## config.mk

```make
export PLATFORM = sky130hd
export DESIGN_NAME = sb_arbiter
export DESIGN_NICKNAME = d
export VERILOG_FILES = /design/src/rtl/sb_arbiter.sv
export SDC_FILE = /design/constraint.sdc
export NUM_CORES = 1
export LEC_CHECK = 0
export CORE_MARGIN = 5
export CORE_UTILIZATION = 30
export CTS_BUF_LIST = sky130_fd_sc_hd__clkbuf_8 sky130_fd_sc_hd__clkbuf_16
export CTS_CLUSTER_DIAMETER = 200
export DETAILED_ROUTE_END_ITERATION = 16
export GPL_ROUTABILITY_DRIVEN = 0
export GPL_TIMING_DRIVEN = 0
export HOLD_SLACK_MARGIN = 0.05
export PLACE_DENSITY = 0.69
export REMOVE_ABC_BUFFERS = 1
export SYNTH_ARGS = -nofsm -noshare
export SYNTH_HDL_FRONTEND = slang
export SYNTH_SLANG_ARGS = --single-unit
```

## constraint.sdc

```tcl
create_clock -name clk -period 1.9 [get_ports clk]
set_input_delay 0.19 -clock clk [delete_from_list [all_inputs] [get_ports clk]]
set_output_delay 0.19 -clock clk [all_outputs]
set_load 0.01 [all_outputs]
```

## src/rtl/sb_arbiter.sv

```systemverilog
// sb_arbiter: shares one single-port system-bus memory between the core's
// instruction-fetch port and its data load/store port. Data accesses win
// over fetches. Store data and byte enables are lane-aligned on the way out,
// and sub-word load data is extended on the way back. hold_o stalls the
// pipeline while either port has an uncompleted request.
//
// Build option: define SB_ARB_TIMEOUT_EN to abort bus accesses that wait
// TIMEOUT cycles in ADDR or RESP. The abort completes the owner with zero
// data and sets the sticky err_o.
//
// state | meaning
// ------+---------------------------------------------
// IDLE  | no access in progress, arbitrating requests
// ADDR  | m_req held high, waiting for m_gnt
// RESP  | address accepted, waiting for m_rvalid
module sb_arbiter #(
    parameter int AW      = 32,
    parameter int DW      = 32,
    parameter int TIMEOUT = 15
) (
    input  logic          clk,
    input  logic          rst,
    input  logic          if_req,
    input  logic [AW-1:0] if_addr,
    output logic [DW-1:0] if_rdata,
    output logic          if_valid,
    input  logic          d_re,
    input  logic          d_we,
    input  logic [AW-1:0] d_addr,
    input  logic [DW-1:0] d_wdata,
    input  logic [3:0]    d_byte_mask,
    input  logic          d_un_sign,
    output logic [DW-1:0] d_rdata,
    output logic          d_valid,
    output logic          hold_o,
    output logic          m_req,
    output logic          m_we,
    output logic [AW-1:0] m_addr,
    output logic [DW-1:0] m_wdata,
    output logic [3:0]    m_mask,
    input  logic          m_gnt,
    input  logic          m_rvalid,
    input  logic [DW-1:0] m_rdata,
    output logic          err_o
);

    typedef enum logic [1:0] {IDLE, ADDR, RESP} state_t;
    typedef enum logic {OWN_IF, OWN_D} owner_t;

    state_t        state, state_n;
    owner_t        owner, owner_n;
    logic          m_req_n, m_we_n;
    logic [AW-1:0] m_addr_n;
    logic [DW-1:0] m_wdata_n;
    logic [3:0]    m_mask_n;
    logic [DW-1:0] if_rdata_n, d_rdata_n;
    logic          if_valid_n, d_valid_n;
    logic [1:0]    ld_off, ld_off_n;
    logic          ld_byte, ld_byte_n;
    logic          ld_half, ld_half_n;
    logic          ld_uns, ld_uns_n;
    logic          abort;
    logic          tmo;
    logic          d_pend, i_pend;
    logic [DW-1:0] ld_shift, load_ext;

    // A port whose valid is high this cycle has just completed; do not re-issue it.
    assign d_pend = (d_re | d_we) & ~d_valid;
    assign i_pend = if_req & ~if_valid;

    // Stall while either port has a request that has not yet completed.
    assign hold_o = (if_req & ~if_valid) | ((d_re | d_we) & ~d_valid);

`ifdef SB_ARB_TIMEOUT_EN
    logic [3:0] wait_cnt;

    // Wait counter restarts on every state change and counts cycles spent in ADDR/RESP.
    always_ff @(posedge clk or negedge rst) begin
        if (!rst) begin
            wait_cnt <= '0;
        end else if (state_n != state) begin
            wait_cnt <= '0;
        end else if (state != IDLE) begin
            wait_cnt <= wait_cnt + 4'd1;
        end
    end

    assign tmo = (state != IDLE) && (wait_cnt == 4'(TIMEOUT - 1));

    // Sticky error flag, set by any aborted access and cleared only by reset.
    always_ff @(posedge clk or negedge rst) begin
        if (!rst) begin
            err_o <= 1'b0;
        end else if (abort) begin
            err_o <= 1'b1;
        end
    end
`else
    assign tmo   = 1'b0;
    assign err_o = 1'b0;
`endif

    // Bring the addressed lane down to bit 0, then extend byte/half loads.
    always_comb begin
        ld_shift = m_rdata >> {ld_off, 3'b000};
        if (ld_byte) begin
            load_ext = {{(DW-8){~ld_uns & ld_shift[7]}}, ld_shift[7:0]};
        end else if (ld_half) begin
            load_ext = {{(DW-16){~ld_uns & ld_shift[15]}}, ld_shift[15:0]};
        end else begin
            load_ext = ld_shift;
        end
    end

    // State register and registered bus/port outputs.
    always_ff @(posedge clk or negedge rst) begin
        if (!rst) begin
            state    <= IDLE;
            owner    <= OWN_IF;
            m_req    <= 1'b0;
            m_we     <= 1'b0;
            m_addr   <= '0;
            m_wdata  <= '0;
            m_mask   <= 4'b0000;
            if_rdata <= '0;
            d_rdata  <= '0;
            if_valid <= 1'b0;
            d_valid  <= 1'b0;
            ld_off   <= 2'b00;
            ld_byte  <= 1'b0;
            ld_half  <= 1'b0;
            ld_uns   <= 1'b0;
        end else begin
            state    <= state_n;
            owner    <= owner_n;
            m_req    <= m_req_n;
            m_we     <= m_we_n;
            m_addr   <= m_addr_n;
            m_wdata  <= m_wdata_n;
            m_mask   <= m_mask_n;
            if_rdata <= if_rdata_n;
            d_rdata  <= d_rdata_n;
            if_valid <= if_valid_n;
            d_valid  <= d_valid_n;
            ld_off   <= ld_off_n;
            ld_byte  <= ld_byte_n;
            ld_half  <= ld_half_n;
            ld_uns   <= ld_uns_n;
        end
    end

    // Next-state and next-output logic: arbitration, handshake and completion.
    always_comb begin
        state_n    = state;
        owner_n    = owner;
        m_req_n    = m_req;
        m_we_n     = m_we;
        m_addr_n   = m_addr;
        m_wdata_n  = m_wdata;
        m_mask_n   = m_mask;
        if_rdata_n = if_rdata;
        d_rdata_n  = d_rdata;
        if_valid_n = 1'b0;
        d_valid_n  = 1'b0;
        ld_off_n   = ld_off;
        ld_byte_n  = ld_byte;
        ld_half_n  = ld_half;
        ld_uns_n   = ld_uns;
        abort      = 1'b0;

        case (state)
            IDLE: begin
                if (d_pend) begin
                    state_n   = ADDR;
                    owner_n   = OWN_D;
                    m_req_n   = 1'b1;
                    m_we_n    = d_we;
                    m_addr_n  = {d_addr[AW-1:2], 2'b00};
                    m_mask_n  = d_byte_mask << d_addr[1:0];
                    m_wdata_n = d_wdata << {d_addr[1:0], 3'b000};
                    ld_off_n  = d_addr[1:0];
                    ld_byte_n = ~d_byte_mask[1];
                    ld_half_n = d_byte_mask[1] & ~d_byte_mask[3];
                    ld_uns_n  = d_un_sign;
                end else if (i_pend) begin
                    state_n   = ADDR;
                    owner_n   = OWN_IF;
                    m_req_n   = 1'b1;
                    m_we_n    = 1'b0;
                    m_addr_n  = if_addr;
                    m_mask_n  = 4'b1111;
                    m_wdata_n = '0;
                end
            end
            ADDR: begin
                if (m_gnt) begin
                    state_n = RESP;
                    m_req_n = 1'b0;
                end else if (tmo) begin
                    abort = 1'b1;
                end
            end
            RESP: begin
                if (m_rvalid) begin
                    state_n = IDLE;
                    if (owner == OWN_D) begin
                        d_rdata_n = load_ext;
                        d_valid_n = 1'b1;
                    end else begin
                        if_rdata_n = m_rdata;
                        if_valid_n = 1'b1;
                    end
                end else if (tmo) begin
                    abort = 1'b1;
                end
            end
            default: begin
                state_n = IDLE;
                m_req_n = 1'b0;
            end
        endcase

        // An abandoned access completes its owner with zero data.
        if (abort) begin
            state_n = IDLE;
            m_req_n = 1'b0;
            if (owner == OWN_D) begin
                d_rdata_n = '0;
                d_valid_n = 1'b1;
            end else begin
                if_rdata_n = '0;
                if_valid_n = 1'b1;
            end
        end
    end

endmodule

```

==> run_results.csv, run 1 <==
group,metric,value,unit
cts,clk_pin_slew,0.06,ns
synthesis,ys.flop_type,"dfrtp_1",
finish,finalNetCount,1051,
floorplan,dieWidth,161,um
synthesis,synthDistinctLibCells,41,
timing,min_period,1.77,ns
critical_path,crit_required,2.21,ns
timing,hold_viol,0,
job,cap_violations,0,
synthesis,synth_seq_cells,144,
timing,period_share,0.933,
synthesis,syn_area_per_cell,10.7,um^2
pwr,vdd_ir_drop_max,0.659,mV
synthesis,synth_area_leaders,"dfrtp_1, mux2_2, mux2i_1",
timing,setup_violations,0,
global_routing,overflow,0,
cts,worstSkewPairLatency,0.42,ns
critical_path,r2r-start,"ld_off[0]",
worst_hold_path,hold_depth,3,
floorplan,coreArea,22500,um^2
critical_path,reg2reg_slack,0.13,ns
floorplan,boundaryPins,278,
timing,relSlewSlack,0.116,
timing,rsz0062_at_grt,"no",
finish,stdcell_count,1211,
synthesis,ys_warn_count,0,
global_routing,grt_max_degree,79,
critical_path,reg2reg_to,"d_rdata[18]",
synthesis,yosysMostFrequentCell,"dfrtp_1",
critical_path,cp.arrival,2.08,ns
finish,final_util,0.476,
cts,cts_tree,"yes",
critical_path,endpoint_kind,"flip-flop",
route,drtAntennaViolNets,0,
critical_path,worstPathMaxFanout,16,
route,drc,0,
synthesis,synth_edf_count,0,
worst_hold_path,hold_class,"in2reg",
route,route.vias.total,5926,
timing,fmax,564,MHz
placement,port_buffers,276,
global_routing,antenna_found_initial,2,
pwr,power_density,1540,nW/um^2
cts,numCtsBuffers,17,
timing,holdWs,0.326,ns
floorplan,die_y,161,um
floorplan,start_util,0.303,
cts,htree_levels,4,
finish,multi_input_area,3030,um^2
pwr,p_leak,0.00443,uW
critical_path,crit_type,"reg2reg",
timing,fin_skew,0.0132,ns
critical_path,rr_worst_depth,5,
global_routing,grt_pass1_vias,6156,
critical_path,start_kind,"flip-flop",
route,wl_per_cell,19.1,um
route,wl_met3,1320,um
route,wl,23100,um
status,status,"complete, no violations",
global_routing,track_usage,0.175,
synthesis,ys_seq_area_frac,0.529,
cts,cts_root_buf,"clkbuf_16",
cts,clkSinkCount,144,
global_routing,grt_pass1_wl,35700,um
synthesis,synth_common_cells,"dfrtp_1, nand2_1, o21ai_0",
worst_hold_path,holdCritStartpoint,"if_addr[1]",
worst_hold_path,whs_endpoint,"m_addr[1]",
finish,seq_area,3610,um^2
placement,place_inst,1154,
cts,clk_path_buf_depth,2,
route,wl_met1,9650,um
synthesis,synthesis.instances,637,
critical_path,setup.worst_path.start,"ld_off[0]",
route,dr_wl_met2,11600,um
synthesis,synth_area,6810,um^2
synthesis,synth_top_area_cell,"dfrtp_1",
finish,layout-drive-gt1-share,0.144,
finish,fill_cells,2085,
route,vias_per_cell,4.89,
placement,post-dp-hpwl,16400,um
route,drt_first_pass_iters,4,
floorplan,placement_rows,55,
floorplan,die_area,25800,um^2
route,initialDrtViolationCount,304,
timing,worstMarginPinSlew,1.33,ns
timing,finalMaxSlewViolations,0,
synthesis,netlist.area_leader.share,0.529,
route,topRoutingLayerUsed,"met4",
synthesis,ys_async_sr_fraction,1.00,
finish,areaGrowthSynthToFinish,57.3,%
==> cell usage in the layout (no fill, tap or decap), types with 2 or more instances in the layout <==
| master | n |
|---|---|
| clkdlybuf4s50_1 | 272 |
| dfrtp_1 | 140 |
| nand2_1 | 77 |
| o21ai_0 | 76 |
| mux2i_1 | 52 |
| mux2_2 | 51 |
| a21oi_1 | 36 |
| nor2_1 | 35 |
| o31ai_1 | 17 |
| clkbuf_16 | 17 |
| buf_4 | 14 |
| nor2b_1 | 13 |
| a211oi_1 | 13 |
| o22a_1 | 12 |
| o21ai_1 | 10 |
| a2bb2oi_1 | 8 |
| a22o_1 | 8 |
| buf_12 | 6 |
| clkinv_2 | 5 |
| nor3_4 | 4 |
| clkinvlp_4 | 4 |
| inv_1 | 4 |
| nand3_1 | 4 |
| a21o_1 | 3 |
| clkbuf_8 | 3 |
| buf_16 | 3 |
| diode_2 | 2 |
| or2_2 | 2 |
| nand2b_1 | 2 |
| clkinv_4 | 2 |
| bufinv_16 | 2 |
| buf_6 | 2 |
| dfrtp_2 | 2 |
| dfrtp_4 | 2 |
==> power breakdown <==
group	internal, uW	total, uW	switching (uW)
Combinational	4240	7760	3510
Clock	2020	3340	1320
Sequential	4460	5430	970
==> kinds of logic after synthesis <==
group | synth area share
buffers and inverters | 0.0364
flip-flops | 0.529
AO/OA/AOI/OAI | 0.172
other | 0.000551
multiplexers | 0.164
AND/OR/NAND/NOR | 0.0975
==> sequential cells by signal (all words and copies together) (netlist names) <==
register and cells:
ld_uns 1, m_wdata 32, d_valid 1, m_mask 4
ld_off 2, state 2, if_valid 1, if_rdata 32
m_req 1, d_rdata 32, m_addr 32, ld_byte 1
m_we 1, ld_half 1, owner 1
==> through the flow <==
stage / setup slack (ns) / total power, uW / cell area (um^2) / TNS, ns
2_1_floorplan: -1.38 / 8660 / 6580 / -87.94
3_3_place_gp: -5.57 / 12700 / 9690 / -1058.36
3_5_place_dp: -1.31 / 12900 / 9840 / -72.14
4_1_cts: 0.00189 / 16600 / 10600 / 0
5_1_grt: 0.0146 / 17600 / 10700 / 0
6_report: 0.127 / 16500 / 10700 / 0
==> critical path: stages (launching register included) <==
cell,delay [ns]
dfrtp_4,0.60
or3b_1,0.45
o2bb2ai_4,0.16
buf_12,0.17
a21oi_1,0.05
o31ai_1,0.24
==> what timing repair did <==
item                                    CTS  global route
endpoints found under the setup margin  121            46
hold endpoints to repair                 66             0
resized for setup                        16             7
setup buffers                            12             8
gates cloned                              1             1
hold buffers                              1             0
pin swaps                                 2             2
==> how the worst max path moves through the flow <==
stage	end	depth (start not counted)	slack, ns
floorplan	m_wdata[16]	4	-1.38
global placement	m_addr[14]	1	-5.57
CTS	hold_o	3	0.002
finish	d_rdata[18]	5	0.13
detailed placement	d_rdata[28]	5	-1.31
global route	m_wdata[29]	4	0.01
==> layer usage <==
layer  vias up  GRT usage
met5         -          0
met4         0     0.0630
met3        29     0.0449
met2       181      0.292
met1      2887      0.220
li1       2829          -
==> cell type report <==
cell class	count	share of cell area
Inverter	3	0.00140
Tap cell	285	0.0333
Clock inverter	12	0.0110
Multi-Input combinational cell	441	0.283
Antenna cell	2	0.000467
Sequential cell	144	0.337
Timing Repair inverter	2	0.00140
Clock buffer	20	0.0436
Timing Repair Buffer	302	0.289
Power figures use the tool's default switching activity.
==> run 2: changes to the inputs <==
--- a/config.mk
+++ b/config.mk
@@ -15,6 +15,7 @@
 export HOLD_SLACK_MARGIN = 0.05
 export PLACE_DENSITY = 0.69
 export REMOVE_ABC_BUFFERS = 1
+export SETUP_SLACK_MARGIN = 0.1
 export SYNTH_ARGS = -nofsm -noshare
 export SYNTH_HDL_FRONTEND = slang
 export SYNTH_SLANG_ARGS = --single-unit
==> run_results.csv, run 2 (same netlist as run 1, synthesis figures left out) <==
group,metric,value,unit
worst_hold_path,hold_depth,3,
finish,stdcell_count,1214,
status,status,"complete, no violations",
floorplan,start_util,0.303,
global_routing,grt_max_degree,79,
timing,finalMaxSlewViolations,0,
floorplan,die_area,25800,um^2
cts,clkSinkCount,144,
pwr,seqPwrFrac,0.324,
timing,min_period,1.73,ns
placement,dpl-instance-area,9840,um^2
pwr,p_comb_frac,0.475,
pwr,p_leak,0.00445,uW
timing,fin_tns_setup,0,ns
critical_path,cp.arrival,1.99,ns
route,vias_per_cell,4.93,
floorplan,coreArea,22500,um^2
placement,port_buffers,276,
global_routing,grt_pass1_wl,36000,um
timing,fmax,580,MHz
pwr,p_int,10800,uW
pwr,vdd_ir_drop_max,0.659,mV
critical_path,endpoint_kind,"flip-flop",
floorplan,boundaryPins,278,
critical_path,crit_type,"reg2reg",
cts,cts_root_buf,"clkbuf_16",
timing,setup_ws,0.174,ns
route,drtAntennaViolNets,0,
finish,areaGrowthSynthToFinish,57.8,%
timing,rsz0062_at_grt,"yes",
floorplan,die_y,161,um
global_routing,overflow,0,
finish,fill_cells,2090,
finish,finalNetCount,1054,
cts,numCtsBuffers,17,
critical_path,crit_required,2.17,ns
global_routing,grt_pass1_vias,6197,
critical_path,worstPathMaxFanout,24,
timing,relSlewSlack,0.0873,
timing,hold_viol,0,
job,cap_violations,0,
placement,place_inst,1154,
floorplan,dieWidth,161,um
pwr,p_switching,5840,uW
timing,fin_skew,0.0110,ns
route,route.vias.total,5983,
pwr,netSwitchingFraction,0.352,
global_routing,track_usage,0.177,
global_routing,antenna_found_initial,2,
route,drt_first_pass_iters,6,
finish,layout_common_cells,"clkdlybuf4s50_1, dfrtp_1, nand2_1",
cts,cts_tree,"yes",
critical_path,start_kind,"flip-flop",
worst_hold_path,hold_class,"in2reg",
floorplan,placement_rows,55,
route,wl,23400,um
timing,worstMarginPinSlew,1.37,ns
cts,htree_levels,4,
finish,layout-drive-gt1-share,0.149,
critical_path,rr_worst_depth,6,
finish,multi_input_area,3040,um^2
route,drc,0,
pwr,clock_power_share,0.201,
finish,final_util,0.478,
pwr,power_density,1540,nW/um^2
route,wl_per_cell,19.3,um
timing,period_share,0.908,
route,initialDrtViolationCount,269,
finish,seq_area,3610,um^2
cts,clk_path_buf_depth,2,
cts,clk_pin_slew,0.06,ns
timing,setup_violations,0,
finish,design_area,10700,um^2
finish,final_common_cell,"clkdlybuf4s50_1",
cts,worstSkewPairLatency,0.42,ns
placement,post-dp-hpwl,16400,um
placement,place_ws,-1.31,ns
## run 2: cell type report
cell class	count	share of cell area
clock buffers	20	0.0434
well taps	285	0.0332
multi-input cells	441	0.283
clock inverters	12	0.0109
repair buffers	304	0.290
repair inverters	3	0.00210
flip-flops and latches	144	0.336
diodes	2	0.000466
inverters	3	0.00140
## run 2: power by group through the flow
| stage | Combinational (uW) | Sequential [uW] | Clock, uW |
|---|---|---|---|
| 3_5_place_dp | 7330 | 5580 | 0 |
| 6_report | 7880 | 5370 | 3330 |
| 5_1_grt | 8510 | 5580 | 3580 |
| 2_1_floorplan | 2660 | 6000 | 0 |
| 4_1_cts | 7810 | 5430 | 3430 |
| 3_3_place_gp | 7130 | 5530 | 0 |
## run 2: worst paths after layout
kind	start	endpoint	slack, ns
worst max register to register	state[0]	d_rdata[20]	0.17
worst min register to register	m_wdata[29]	m_wdata[29]	0.48
worst max-delay path	state[0]	d_rdata[20]	0.17
max in group asynchronous	rst	m_addr[26]	0.70
min in group asynchronous	rst	if_rdata[26]	0.35
worst min-delay path	if_addr[1]	m_addr[1]	0.33
## run 2: through the flow
step | hold slack (ns) | total power [uW]
2_1_floorplan | -0.106 | 8660
3_3_place_gp | 0.459 | 12700
3_5_place_dp | 0.245 | 12900
4_1_cts | 0.314 | 16700
5_1_grt | 0.341 | 17700
6_report | 0.325 | 16600
## run 2: critical path, cell delays in order, from the launching register on
cell	delay, ns
dfrtp_2	0.48
nand4b_1	0.19
buf_4	0.20
buf_4	0.15
a31o_4	0.30
o21ai_0	0.13
o31ai_1	0.11
## run 2: what timing repair did
action	CTS	global route
hold buffers	1	0
pin swaps	4	1
gates cloned	1	2
buffers inserted	17	5
endpoints found under the setup margin	141	37
endpoints found under the hold margin	66	0
resized for setup	21	7
## run 2: per-layer routing
| layer | vias to the layer above | GRT usage | wire (um) | part of all wire |
|---|---|---|---|---|
| li1 | 2839 | - | - | - |
| met1 | 2936 | 0.223 | 9870 | 0.42 |
| met2 | 178 | 0.296 | 11700 | 0.50 |
| met3 | 30 | 0.0452 | 1240 | 0.053 |
| met4 | 0 | 0.0606 | 602 | 0.026 |
| met5 | - | 0 | 0 | 0 |
==> RTL change 1, RTL diff (config.mk and constraints of run 2) <==
The parameter `AW` goes from 32 to 16.
--- a/src/rtl/sb_arbiter.sv
+++ b/src/rtl/sb_arbiter.sv
@@ -16,3 +16,3 @@
 module sb_arbiter #(
-    parameter int AW      = 32,
+    parameter int AW      = 16,
     parameter int DW      = 32,
Interface: changed (resized d_addr, if_addr and m_addr); port bits go from 278 to 230. The function was not compared with the original's and may differ.
==> RTL change 1 against run 2 <==
  * Final area fell by 12%
  * Critical path depth fell by 2
  * Clock skew is 0.0042 ns lower
  * Combinational power shrank 12%
  * Synthesized area shrank 11%
  * Setup slack better by 0.020 ns
  * Sequential cell count down 16
  * Sequential share of layout area up 0.39 points
  * Wire length fell by 15%
  * Core utilization is 0.77 points lower
  * Power down 9.6%
  * Final cell count decreased by 11%
  * Count of clock-buffer cells in the layout is 2 lower
  * Critical endpoint is now d_rdata[16]$_DFFE_PN0P_
==> RTL change 1: results (changes against run 2) <==
number of diodes=0 (-2); port bufs=228 (-17%); CTS H-tree lvls=4 (unchanged); GRT met1 Usage=0.221 (-0.00255); sequential area share after synthesis=0.526 (-0.00292); met3 WL=1990 um (+61%); Starting DRT DRC Count=196 (-27%); GRT met3 Usage=0.0693 (+0.0241); Slew headroom=0.103 (+0.0160); run status=finished clean; vias per inst=4.86 (-1.4%); min Tclk post-route=1.71 ns (-0.0205 ns); Worst R2R End=d_rdata[16]$_DFFE_PN0P_; worst hold path type=input pin to async pin; Nets=905 (-14%); final hold slack=0.315 ns (-0.00999 ns); vias=5250 (-12%); CP max stage delay=0.59 ns (+0.11 ns); CP top delay family=multiplexers; GR Util met2=0.252 (-0.0439); Setup WS pre-CTS=-1.24 ns (+0.0679 ns); placed cell count=1024 (-11%); Routed WL per cell=18.4 um (-4.7%); CTS Buffer Depth=2 (unchanged); WL met2=8760 um (-25%); CP max stage cell=mux4_2; Worst-Skew Late Latency=0.42 ns (about the same); r2r worst-path depth=4 (-2); Post-Route Skew=0.00680 ns (-0.00417 ns); crit-path max FO=12 (-50%); Max Used Layer=met5; Worst VDD drop=0.619 mV (-6.1%); placed cell area=8600 sq um (-13%); total track usage=0.167 (-0.00995); HPWL Detailed=13300 um (-19%); M1 WL=8770 um (-11%); first-pass GRT wire length=30800 um (-14%); mux contribution to synthesized area=0.142 (-0.0222); Post-synth top cells=dfrtp_1 (128), nand2_1 (67), o21ai_0 (49), mux2_2 (40), mux2i_1 (39); Top Registers=d_rdata x32, if_rdata x32, m_wdata x32; Avg Cell Area, Syn=10.8 sq um (+0.95%); drt pass-1 iters=4 (-2); initial antenna violation count=1 (-1); Synth Area in Compound Gates=0.187 (+0.0147); critical path arrival=1.97 ns (-0.02 ns); Worst R2R Setup Slack=0.19 ns (+0.02 ns); clock buffer count from CTS=17 (unchanged); ys async rst share=1.00 (unchanged); layout cells sized above 1=0.156 (+0.00669); crit path from=ld_off[1]$_DFFE_PN0P_; largest net degree at the start of global routing=75 (-5.1%); synth top area cells=dfrtp_1 (53%), mux2_2 (7.4%), mux2i_1 (6.4%), nand2_1 (4.1%), o21ai_0 (4.0%); xor-xnor portion of the synthesized cell area=0 (unchanged); reg2reg start=ld_off[1]$_DFFE_PN0P_; Pleak=3.87 nW (-13%); number of global-route vias before repair=5250 (-15%)
==> RTL change 1: cell types whose count changed after synthesis, moves of 8 or more <==
cell / change
mux2_2: -11
o21ai_0: -27
dfrtp_1: -16
a32o_1: +9
a211o_1: +8
clkbuf_1: -9
mux2i_1: -13
nand2_1: -11
==> RTL change 1: timing repair <==
item                       in CTS  in global routing
hold buffers                    1                  0
resized for setup              15                  9
pin swaps                       2                  3
gates cloned                    1                  3
setup buffers                  13                  6
hold endpoints to repair       54                  0
setup endpoints to repair      92                 50
==> RTL change 1: area by class of cell <==
cell class / instances / area [sq um]
clock inverter: 14 / 140
inverter: 4 / 18.8
sequential: 128 / 3210
timing repair buffer: 253 / 2550
fill: 1895 / 10700
timing repair inverter: 3 / 22.5
tap: 270 / 338
multi-input combinational: 390 / 2730
clock buffer: 18 / 439
==> RTL change 1: power breakdown <==
part	leakage [nW]	switching, mW	internal (mW)
registers	1.54	0.859	3.98
clock network	0.274	1.28	1.96
logic	2.05	3.16	3.77
total	3.87	5.29	9.71
==> RTL change 2, RTL diff (flow settings as in run 2) <==
Made on the original files. The 3 states of `state_t` get a one-hot encoding in 3 bits.
--- a/src/rtl/sb_arbiter.sv
+++ b/src/rtl/sb_arbiter.sv
@@ -46,3 +46,3 @@
 
-    typedef enum logic [1:0] {IDLE, ADDR, RESP} state_t;
+    typedef enum logic [2:0] {IDLE = 3'b001, ADDR = 3'b010, RESP = 3'b100} state_t;
     typedef enum logic {OWN_IF, OWN_D} owner_t;
Function: same outputs for any inputs over 4 cycles, from zero or initial values and one cycle with rst low; so few cycles prove little.
==> RTL change 2 against run 2 <==
  * Final area grew 0.64%
  * Sequential power shrank 3%
  * Sequential cell count grew 1
  * First-iteration DRC count shrank 34%
  * Critical path depth shrank 1
  * Count of clock-buffer cells in the layout shrank 2
  * Power shrank 5.9%
  * Synthesized area shrank 0.18%
  * Wire length shrank 0.46%
  * Setup slack lost 0.027 ns
  * Global-route usage shrank 0.31 points
  * Clock skew is essentially flat
  * Critical endpoint is now d_rdata[10]$_DFFE_PN0P_
==> RTL change 2: results (changes against run 2) <==
run status=finished clean; reg2reg start=ld_off[1]$_DFFE_PN0P_; Nets=1039 (-1.4%); CP Capture Point=d_rdata[10]$_DFFE_PN0P_; Worst VDD drop=0.531 mV (-19%); GRT met3 Usage=0.0603 (+0.0151); WHS Endpoint=ld_uns$_DFFE_PN0P_; first-pass GRT wire length=34900 um (-3.0%); number of global-route vias before repair=5921 (-4.5%); synth top area cells=dfrtp_1 (53%), mux2i_1 (8.2%), nand2_1 (5.0%), mux2_1 (4.8%), mux2_2 (4.6%); Starting DRT DRC Count=178 (-34%); initial antenna violation count=0 (-2); total track usage=0.174 (-0.00305); mux contribution to synthesized area=0.177 (+0.0128); Yosys cell types=42 (+2.4%); final hold slack=0.302 ns (-0.0235 ns); hold_sp=d_un_sign; Avg Cell Area, Syn=11.1 sq um (+3.7%); clk slew on worst S/H paths=0.06 ns (about the same); sequential area share after synthesis=0.534 (+0.00484); Top FF cell, synth=dfrtp_1; Adder-Cell Fraction of Synth Area=0 (unchanged); Post-synth top cells=dfrtp_1 (144), nand2_1 (91), o21ai_0 (60), mux2i_1 (56), a21oi_1 (36); Worst R2R Setup Slack=0.15 ns (-0.03 ns); HPWL Detailed=15700 um (-4.3%); Root Driver=clkbuf_16; layout cells sized above 1=0.133 (-0.0160); placed cell count=1134 (-1.7%); GR Util met2=0.291 (-0.00518); placed cell area=9770 sq um (-0.65%); CTS H-tree lvls=4 (unchanged); Routed WL per cell=19.5 um (+0.96%); Synth Area in Compound Gates=0.160 (-0.0126); critical path arrival=2.05 ns (+0.06 ns); FILL cells=2101 (+0.53%); largest net degree at the start of global routing=76 (-3.8%); Crit Path Category=flop to flop; Max Freq=571 MHz (-1.5%); r2r worst-path depth=5 (-1); Setup WS pre-CTS=-1.15 ns (+0.155 ns); measured slew at the worst slew-check pin=0.854 ns (-0.515 ns); Pleak=4.65 nW (+4.7%); port bufs=276 (unchanged); Hold Path Stages=3 (unchanged); vias per inst=4.89 (-0.85%); Post-Route Skew=0.0109 ns (-0.0000745 ns); drt pass-1 iters=4 (-2); clock buffer count from CTS=17 (unchanged); synth warn=0 (unchanged); Non-Filler Instances=1197 (-1.4%); Syn Std Cell Area=6800 sq um (-0.18%); crit-path max FO=12 (-50%); Worst-Skew Late Latency=0.42 ns (about the same); GRT met1 Usage=0.215 (-0.00858)
==> RTL change 2: cell count changes in the layout (fill, tap and decap cells not counted), sizes merged, moves of 6 or more <==
cell    delta
o21ai     -24
nand2     +13
a211oi    -12
nor2b      -8
o22a      +13
o31ai     -17
a22oi     +10
a22o      +17
mux2       +6
==> RTL change 2: power breakdown <==
group	leakage [nW]	total [mW]	switching [mW]	internal (mW)
Sequential	1.86	5.23	0.900	4.33
Clock	0.284	3.34	1.37	1.96
Combinational	2.50	7.05	3.21	3.83
==> RTL change 2: per-layer routing <==
layer | wire length (um) | vias to the layer above
met5 | 0 | -
met4 | 320 | 0
met3 | 1780 | 20
met2 | 11200 | 249
met1 | 10000 | 2805
li1 | - | 2775
==> RTL change 2: repair_timing <==
item | 4_1_cts | 5_1_grt
hold endpoints to repair | 69 | 0
hold buffers | 1 | 0
resized for setup | 31 | 6
setup buffers | 18 | 7
cloned | 3 | 2
endpoints found under the setup margin | 130 | 93
pin swaps | 6 | 1
==> RTL change 2: critical path: stages (launching register included) <==
cell and delay [ns]:
dfrtp_4 0.49, mux2_2 0.42, mux2i_4 0.29, o21ai_4 0.11
buf_12 0.15, o22a_1 0.18
==> RTL change 2: area by class of cell <==
cell class	instances	area [sq um]	area share
sequential	145	3640	0.337
timing repair buffer	306	3130	0.289
multi-input combinational	425	3080	0.285
clock buffer	18	439	0.0406
tap	285	357	0.0330
clock inverter	13	134	0.0124
inverter	3	28.8	0.00266
timing repair inverter	1	8.76	0.000810
antenna	1	2.50	0.000231
==> RTL change 2: logic make-up after synthesis <==
logic type | after synthesis
compound gates | 166
buf+inv | 46
flops | 145
mux | 113
other cells | 1
simple gates | 142
